### src/rtl/alu_pkg.sv
// Shared operation encodings and status bit positions for the add/subtract pipeline.
package alu_pkg;

    typedef enum logic [1:0] {
        OP_ADD = 2'd0,
        OP_SUB = 2'd1,
        OP_ADC = 2'd2,
        OP_SBB = 2'd3
    } op_e;

    localparam int unsigned STATUS_W = 4;

    // status = {C, V, Z, N}
    localparam int unsigned ST_C = 3;
    localparam int unsigned ST_V = 2;
    localparam int unsigned ST_Z = 1;
    localparam int unsigned ST_N = 0;

endpackage

### src/rtl/addsub_core.sv
// Combinational add/subtract with carry/borrow-in, optional signed saturation and C/V/Z/N flags.
module addsub_core
    import alu_pkg::*;
#(
    parameter int unsigned WIDTH = 64,
    parameter int unsigned SAT   = 0
) (
    input  logic [WIDTH-1:0]    in1,
    input  logic [WIDTH-1:0]    in2,
    input  logic [1:0]          flag,
    input  logic                cin,
    output logic [WIDTH-1:0]    result,
    output logic [STATUS_W-1:0] status
);

    op_e              op;
    logic             is_sub;
    logic             use_c;
    logic [WIDTH:0]   sum;
    logic [WIDTH-1:0] raw;
    logic             carry;
    logic             ovf;

    assign op = op_e'(flag);

    always_comb begin
        is_sub = (op == OP_SUB) || (op == OP_SBB);
        use_c  = ((op == OP_ADC) || (op == OP_SBB)) && cin;

        // Bit WIDTH is the carry-out for additions and the borrow for subtractions.
        if (is_sub) begin
            sum = {1'b0, in1} - {1'b0, in2} - {{WIDTH{1'b0}}, use_c};
        end else begin
            sum = {1'b0, in1} + {1'b0, in2} + {{WIDTH{1'b0}}, use_c};
        end
        raw   = sum[WIDTH-1:0];
        carry = sum[WIDTH];

        if (is_sub) begin
            ovf = (in1[WIDTH-1] != in2[WIDTH-1]) && (raw[WIDTH-1] != in1[WIDTH-1]);
        end else begin
            ovf = (in1[WIDTH-1] == in2[WIDTH-1]) && (raw[WIDTH-1] != in1[WIDTH-1]);
        end

        // On overflow the sign of in1 tells which way the true result escaped.
        result = raw;
        if ((SAT != 0) && ovf) begin
            result = in1[WIDTH-1] ? {1'b1, {(WIDTH-1){1'b0}}} : {1'b0, {(WIDTH-1){1'b1}}};
        end

        status       = '0;
        status[ST_C] = carry;
        status[ST_V] = ovf;
        status[ST_Z] = (result == '0);
        status[ST_N] = result[WIDTH-1];
    end

endmodule

### src/rtl/addsub_pipe.sv
// Two-stage valid/ready add/subtract pipeline: S1 holds operands, S2 holds result and status.
module addsub_pipe
    import alu_pkg::*;
#(
    parameter int unsigned WIDTH = 64,
    parameter int unsigned SAT   = 0
) (
    input  logic                clk,
    input  logic                rst_n,
    input  logic                in_valid,
    output logic                in_ready,
    input  logic [WIDTH-1:0]    in1,
    input  logic [WIDTH-1:0]    in2,
    input  logic [1:0]          flag,
    output logic                out_valid,
    input  logic                out_ready,
    output logic [WIDTH-1:0]    out,
    output logic [STATUS_W-1:0] status
);

    logic                s1_valid_q;
    logic [WIDTH-1:0]    s1_in1_q;
    logic [WIDTH-1:0]    s1_in2_q;
    logic [1:0]          s1_flag_q;
    logic                s2_valid_q;
    logic [WIDTH-1:0]    s2_out_q;
    logic [STATUS_W-1:0] s2_status_q;
    logic                carry_q;

    logic                s2_free;
    logic                advance;
    logic                accept;
    logic [WIDTH-1:0]    core_result;
    logic [STATUS_W-1:0] core_status;

    assign s2_free  = !s2_valid_q || out_ready;
    assign advance  = s1_valid_q && s2_free;
    assign in_ready = !s1_valid_q || s2_free;
    assign accept   = in_valid && in_ready;

    // Beats advance in order, so carry_q always holds the previous beat's C at advance time.
    addsub_core #(
        .WIDTH (WIDTH),
        .SAT   (SAT)
    ) u_core (
        .in1    (s1_in1_q),
        .in2    (s1_in2_q),
        .flag   (s1_flag_q),
        .cin    (carry_q),
        .result (core_result),
        .status (core_status)
    );

    always_ff @(posedge clk) begin
        if (!rst_n) begin
            s1_valid_q  <= 1'b0;
            s1_in1_q    <= '0;
            s1_in2_q    <= '0;
            s1_flag_q   <= '0;
            s2_valid_q  <= 1'b0;
            s2_out_q    <= '0;
            s2_status_q <= '0;
            carry_q     <= 1'b0;
        end else begin
            if (accept) begin
                s1_valid_q <= 1'b1;
                s1_in1_q   <= in1;
                s1_in2_q   <= in2;
                s1_flag_q  <= flag;
            end else if (advance) begin
                s1_valid_q <= 1'b0;
            end

            if (advance) begin
                s2_valid_q  <= 1'b1;
                s2_out_q    <= core_result;
                s2_status_q <= core_status;
                carry_q     <= core_status[ST_C];
            end else if (out_ready) begin
                s2_valid_q <= 1'b0;
            end
        end
    end

    assign out_valid = s2_valid_q;
    assign out       = s2_out_q;
    assign status    = s2_status_q;

endmodule

### config.mk
export PLATFORM = sky130hd
export DESIGN_NAME = addsub_pipe
export DESIGN_NICKNAME = d
export VERILOG_FILES = /design/src/rtl/alu_pkg.sv /design/src/rtl/addsub_core.sv /design/src/rtl/addsub_pipe.sv
export SDC_FILE = /design/constraint.sdc
export NUM_CORES = 1
export LEC_CHECK = 0
export CAP_MARGIN = 40
export CORE_MARGIN = 2
export CORE_UTILIZATION = 40
export DETAILED_ROUTE_END_ITERATION = 16
export HOLD_SLACK_MARGIN = 0.12
export SYNTH_ARGS = -nofsm -noshare
export SYNTH_HDL_FRONTEND = slang
export SYNTH_SLANG_ARGS = --single-unit
### constraint.sdc
create_clock -name clk -period 5 [get_ports clk]
set_input_delay 0.75 -clock clk [delete_from_list [all_inputs] [get_ports clk]]
set_output_delay 0.75 -clock clk [all_outputs]
set_load 0.1 [all_outputs]
; After elaboration in Yosys (flattened, before gate mapping)
; Cells that the tools add are included.
[classes]
add_sub_neg = 4
eq_ne = 6
muxes = 6
reduce_logical = 14
[op_table]
columns = cell, n
row1 = 64-bit by 64-bit adder with 65-bit output, 1
row2 = 65-bit by 1-bit adder with 65-bit output, 1
row3 = 65-bit two-way mux, 1
row4 = 64-bit by 64-bit subtractor with 65-bit output, 1
row5 = 65-bit by 1-bit subtractor with 65-bit output, 1
row6 = 64-bit zero test, 1
row7 = 1-bit logical AND, 5
row8 = 1-bit two-way mux, 5
row9 = 2-bit == test (second input constant), 2
row10 = 1-bit logical OR, 4
row11 = 2-bit nonzero test, 2
row12 = 2-bit by 1-bit == test with 1-bit output (second input constant), 1
row13 = 1-bit zero test, 2
row14 = 1-bit inequality test, 2
row15 = 1-bit == test, 1
[word_totals]
regBits = 201
input_bits = 134
wordCells = 38

; Longest topological paths before layout
[depth]
word_depth = 8
mapped_depth = 19
depth_no_buf = 19

; Modules after synthesis
; From an unflattened synthesis, not the netlist that was laid out.
[unflattened]
hier_cells = 2522
hier_area_um2 = 18636.6
[by_module_without_submodules]
columns = mod, n_inst, cells_per_inst, area_each_um2, seq_area_each_um2
row1 = addsub_core, 1, 1637, 10861.7, 0.0
row2 = addsub_pipe, 1, 885, 7775.0, 4003.8

; Worst setup path before layout
; OpenSTA, ideal clock, no wires.
[synth_timing]
path_kind = reg-to-reg
from = register, netlist name status[3]
to = register s2_status_q[3] (netlist: status[3])
arrival_ns = 4.126
slack_ns = 0.758
stages_incl_launch_ff = 20
path_buffers = 0
cell_sequence = dfxtp_1 > nand2_1 > fa_1 > inv_1 > ha_1 > or2_2 > fa_1 > nor3b_1 > o211a_1 > o21a_1 > o21bai_1 > a31oi_1 > o21a_1 > o21ai_1 > a41oi_1 > o21bai_1 > a21oi_1 > xnor2_1 > nand2_1 > a41o_1
[synth_rtl]
columns = element, line
row1 = to (signal assigned), addsub_pipe.sv:77  ; s2_status_q <= core_status;
row2 = to (decl), addsub_pipe.sv:27  ; logic [STATUS_W-1:0] s2_status_q;

; Final worst setup path
[layout_timing]
from = register s1_in1_q[0]
to = register s2_status_q[1] (netlist: status[1])
[layout_via]
elab_chain_cells = 4
[layout_rtl]
columns = element, line
row1 = from (decl), addsub_pipe.sv:22  ; logic [WIDTH-1:0] s1_in1_q;
row2 = from (signal assigned), addsub_pipe.sv:67  ; s1_in1_q <= in1;
row3 = 64-bit by 64-bit adder with 65-bit output or 64-bit by 64-bit subtractor with 65-bit output (tied branches), "addsub_core.sv:34, addsub_core.sv:32"
row4 = 65-bit by 1-bit adder with 65-bit output or 65-bit by 1-bit subtractor with 65-bit output (tied branches), "addsub_core.sv:34, addsub_core.sv:32"
row5 = 65-bit two-way mux (*), addsub_core.sv:31  ; if (is_sub) begin
row6 = 64-bit zero test (*), addsub_core.sv:54  ; status[ST_Z] = (result == '0);
; Every way passes the cells marked *; elsewhere a longest branch is shown, timed or not.
; A chain may end at the register's enable or synchronous reset.

==> flow_metrics.env <==
export IMPL_outcome="finished clean"
export IMPL_slew_headroom_pct=47.7
export IMPL_synth_simple_gate_area_share_pct=23.1
export IMPL_area_growth_from_synthesis_to_layout_pct=25.7
export IMPL_io_buffer_count=203
export IMPL_clock_path_buffers=2
export IMPL_synth_async_sr_flop_share_pct=0
export IMPL_total_power_uw=5870
export IMPL_clkTransAtPathRegs_ns=0.08
export IMPL_timing_hold_ws_ns=0.455
export IMPL_synth_area_leader_cell="sky130_fd_sc_hd__dfxtp_1"
export IMPL_cts_made_buffers=17
export IMPL_globalplace_congestion=0.948
export IMPL_post_route_period_util_pct=94.0
export IMPL_detailed_route_wire_length_per_cell_um=19.2
export IMPL_synth_cells_most_frequent="sky130_fd_sc_hd__nand2_1 (439), sky130_fd_sc_hd__a21oi_1 (271), sky130_fd_sc_hd__inv_1 (209)"
export IMPL_worst_skew_pair_late_latency_ns=0.51
export IMPL_worst_slew_pin_slew_ns=0.777
export IMPL_final_net_count=2980
export IMPL_synth_xor_area_share_pct=5.02
export IMPL_synth_area_leaders="sky130_fd_sc_hd__dfxtp_1 (23%), sky130_fd_sc_hd__ha_1 (14%), sky130_fd_sc_hd__nand2_1 (9.4%)"
export IMPL_ant_cells=0
export IMPL_detailroute_via_count=18204
export IMPL_drt_total_wl_um=62600
export IMPL_worst_ep_required_time_ns=5.46
export IMPL_yosysWarnings=0
export IMPL_timing_final_setup_violations=0
export IMPL_synth_lib_cells_used_distinct=94
export IMPL_final_hold_viol_count=0
export IMPL_rsz0062_at_grt="no"
export IMPL_syn_inst=2436
export IMPL_floorplan_die_area_um2=45300
export IMPL_n_fill_cell=4299
export IMPL_floorplan_initialDensity_pct=40.5
export IMPL_vdd_drop_max_uv=159
export IMPL_die_y_um=213
export IMPL_post_route_cells_drive_above_1_share_pct=8.06
export IMPL_post_synth_instance_area_um2=17400
export IMPL_synth_edff_count=0
export IMPL_route_antenna_remaining_nets=0
export IMPL_maxCapViolations=0
export IMPL_r2r_slack_ns=0.30
export IMPL_critical_path_class="reg -> reg"
export IMPL_dominantRegCellSynth="sky130_fd_sc_hd__dfxtp_1"
export IMPL_placeable_core_region_um2=43100
export IMPL_grtUsageTotal_pct=27.9
export IMPL_synth_compound_gate_area_share_pct=25.7
export IMPL_grt_pass1_wl_um=98000
export IMPL_worstSetupEndpointType="flop"
export IMPL_largest_family_of_logic_cells_by_synthesized_area="compound AO/OA/AOI/OAI gates"
export IMPL_initialDrtViolationCount=1459
export IMPL_final_period_minus_worst_setup_slack_ns=4.70
export IMPL_syn_nets=2763
export IMPL_cts_num_sinks=199
export IMPL_critical_path_max_fanout=5
export IMPL_via_count_of_the_first_global_routing_pass=17529
export IMPL_synthesis_area_per_instance_um2=7.16
export IMPL_fmaxAchievable_mhz=213
export IMPL_timing_final_max_slew_violations=0
export IMPL_place_area_um2=21300
export IMPL_rows=76
export IMPL_layout_cell_area_non_filler_um2=21900
export IMPL_synthMuxAreaShare_pct=1.81
export IMPL_synth_adder_area_share_pct=14.0
export IMPL_design_portCount=204
export IMPL_setup_tns_ns=0
export IMPL_final_core_utilization_pct=50.9
export IMPL_initial_antenna_violation_count=0
export IMPL_grt_residual_overflow=0
export IMPL_timing_clock_skew_ns=0.0196
export IMPL_post_synth_top_count_cell="sky130_fd_sc_hd__nand2_1"
export IMPL_cts_root_buf="sky130_fd_sc_hd__clkbuf_16"
export IMPL_critPathArrivalTime_ns=5.16
export IMPL_min_delay_path_class="reg -> reg"
export IMPL_ys_seq_area_share_pct=22.8
export IMPL_grt_start_max_net_pins=64
export IMPL_via_per_inst=5.60
export IMPL_die_width_um=213
export IMPL_cellLeakagePower_uw=0.00927
export IMPL_hpwlAfterDp_um=50900
export IMPL_synth_largest_type_area_fraction_pct=22.8
export IMPL_worstSetupStartpointType="flop"
export IMPL_drt_pass1_iter_count=8
export IMPL_synth_seq_cells=199
export IMPL_cts_tree="yes"
export IMPL_ctsHtreeMaxLevel=4
export IMPL_post_route_drc_count=0
export IMPL_p_per_area_nw_per_um2=268
-- timing repair --
| action | 4_1_cts | 5_1_grt |
|---|---|---|
| setup endpoints to repair | 0 | 3 |
| setup buffers | 0 | 3 |
| resized for setup | 0 | 14 |
| hold buffers | 0 | 0 |
-- critical path, stage by stage, from the launching register on --
cell and delay [ns]:
sky130_fd_sc_hd__dfxtp_1 0.39, sky130_fd_sc_hd__inv_1 0.08, sky130_fd_sc_hd__fa_1 0.47, sky130_fd_sc_hd__fa_1 0.44, sky130_fd_sc_hd__o21bai_1 0.18, sky130_fd_sc_hd__a311o_1 0.31, sky130_fd_sc_hd__a21o_1 0.32, sky130_fd_sc_hd__nand3_1 0.20
sky130_fd_sc_hd__nand3_1 0.19, sky130_fd_sc_hd__a311o_1 0.36, sky130_fd_sc_hd__a2111oi_0 0.17, sky130_fd_sc_hd__nor4_1 0.36, sky130_fd_sc_hd__buf_4 0.20, sky130_fd_sc_hd__a21oi_1 0.06, sky130_fd_sc_hd__nor4b_1 0.36, sky130_fd_sc_hd__nand4_1 0.16
sky130_fd_sc_hd__nor4_2 0.23, sky130_fd_sc_hd__a31o_1 0.17
-- routing by layer --
layer / part of all wire, % / vias up / wire length [um] / GRT usage (%)
met3: 5.5 / 81 / 3420 / 4.54
met2: 45 / 587 / 28000 / 44.5
li1: - / 8897 / - / -
met5: 0 / - / 0 / 0
met4: 2.5 / 0 / 1540 / 8.44
met1: 47 / 8639 / 29600 / 38.4
-- power breakdown --
part | switching, uW | leakage (uW) | internal, uW
clock | 678 | 0.000293 | 746
combinational | 1660 | 0.00734 | 1030
sequential | 76.9 | 0.00164 | 1680
-- logic make-up after synthesis --
logic type / count (synthesis)
xor+xnor: 100
compound gates: 694
mux: 30
fa+ha+maj: 193
simple gates: 884
flops: 199
buf+inv: 336
-- final cells by class --
type                       count  area [um2]  share of cell area, %
clock inverter                12         114                  0.519
timing repair buffer         322        3600                   16.4
multi-input combinational   1901       12200                   55.7
clock buffer                  20         478                   2.18
sequential                   199        3990                   18.2
inverter                     212         797                   3.63
tap                          585         732                   3.34
-- state kept, by name, indices dropped and copies added, names as in the netlist --
signal,flops
status,4
s1_flag_q,2
out_valid,1
s1_in1_q,64
s1_valid_q,1
out,63
s1_in2_q,64
-- per-stage QoR --
stage / cells / setup slack, ns
2_1_floorplan: 2436 / 0.758
3_3_place_gp: 3145 / 0.265
3_5_place_dp: 3216 / 0.190
4_1_cts: 3248 / 0.173
5_1_grt: 3251 / 0.0227
6_report: 3251 / 0.300
-- layout by cell type (no fill, tap or decap), types with 36 or more instances in the layout --
master,instances
sky130_fd_sc_hd__dfxtp_1,196
sky130_fd_sc_hd__o21ai_0,77
sky130_fd_sc_hd__ha_1,189
sky130_fd_sc_hd__xnor2_1,80
sky130_fd_sc_hd__buf_4,48
sky130_fd_sc_hd__buf_8,59
sky130_fd_sc_hd__nand3_1,36
sky130_fd_sc_hd__inv_1,208
sky130_fd_sc_hd__a21oi_1,270
sky130_fd_sc_hd__nand2_1,437
sky130_fd_sc_hd__a21boi_0,55
sky130_fd_sc_hd__nand4_1,37
sky130_fd_sc_hd__nor2_1,172
sky130_fd_sc_hd__clkdlybuf4s50_1,202
sky130_fd_sc_hd__nor3_1,39
-- worst paths after layout --
kind / from / to / cells past startpoint
worst min register to register: out[43]$_SDFFE_PN0P_ / out[43]$_SDFFE_PN0P_ / 2
worst max register to register: s1_in1_q[0]$_SDFFE_PN0P_ / status[1]$_SDFFE_PN0P_ / 17
worst max-delay path: s1_in1_q[0]$_SDFFE_PN0P_ / status[1]$_SDFFE_PN0P_ / 17
worst min-delay path: out[43]$_SDFFE_PN0P_ / out[43]$_SDFFE_PN0P_ / 2
(Power assumes the default switching activity.)
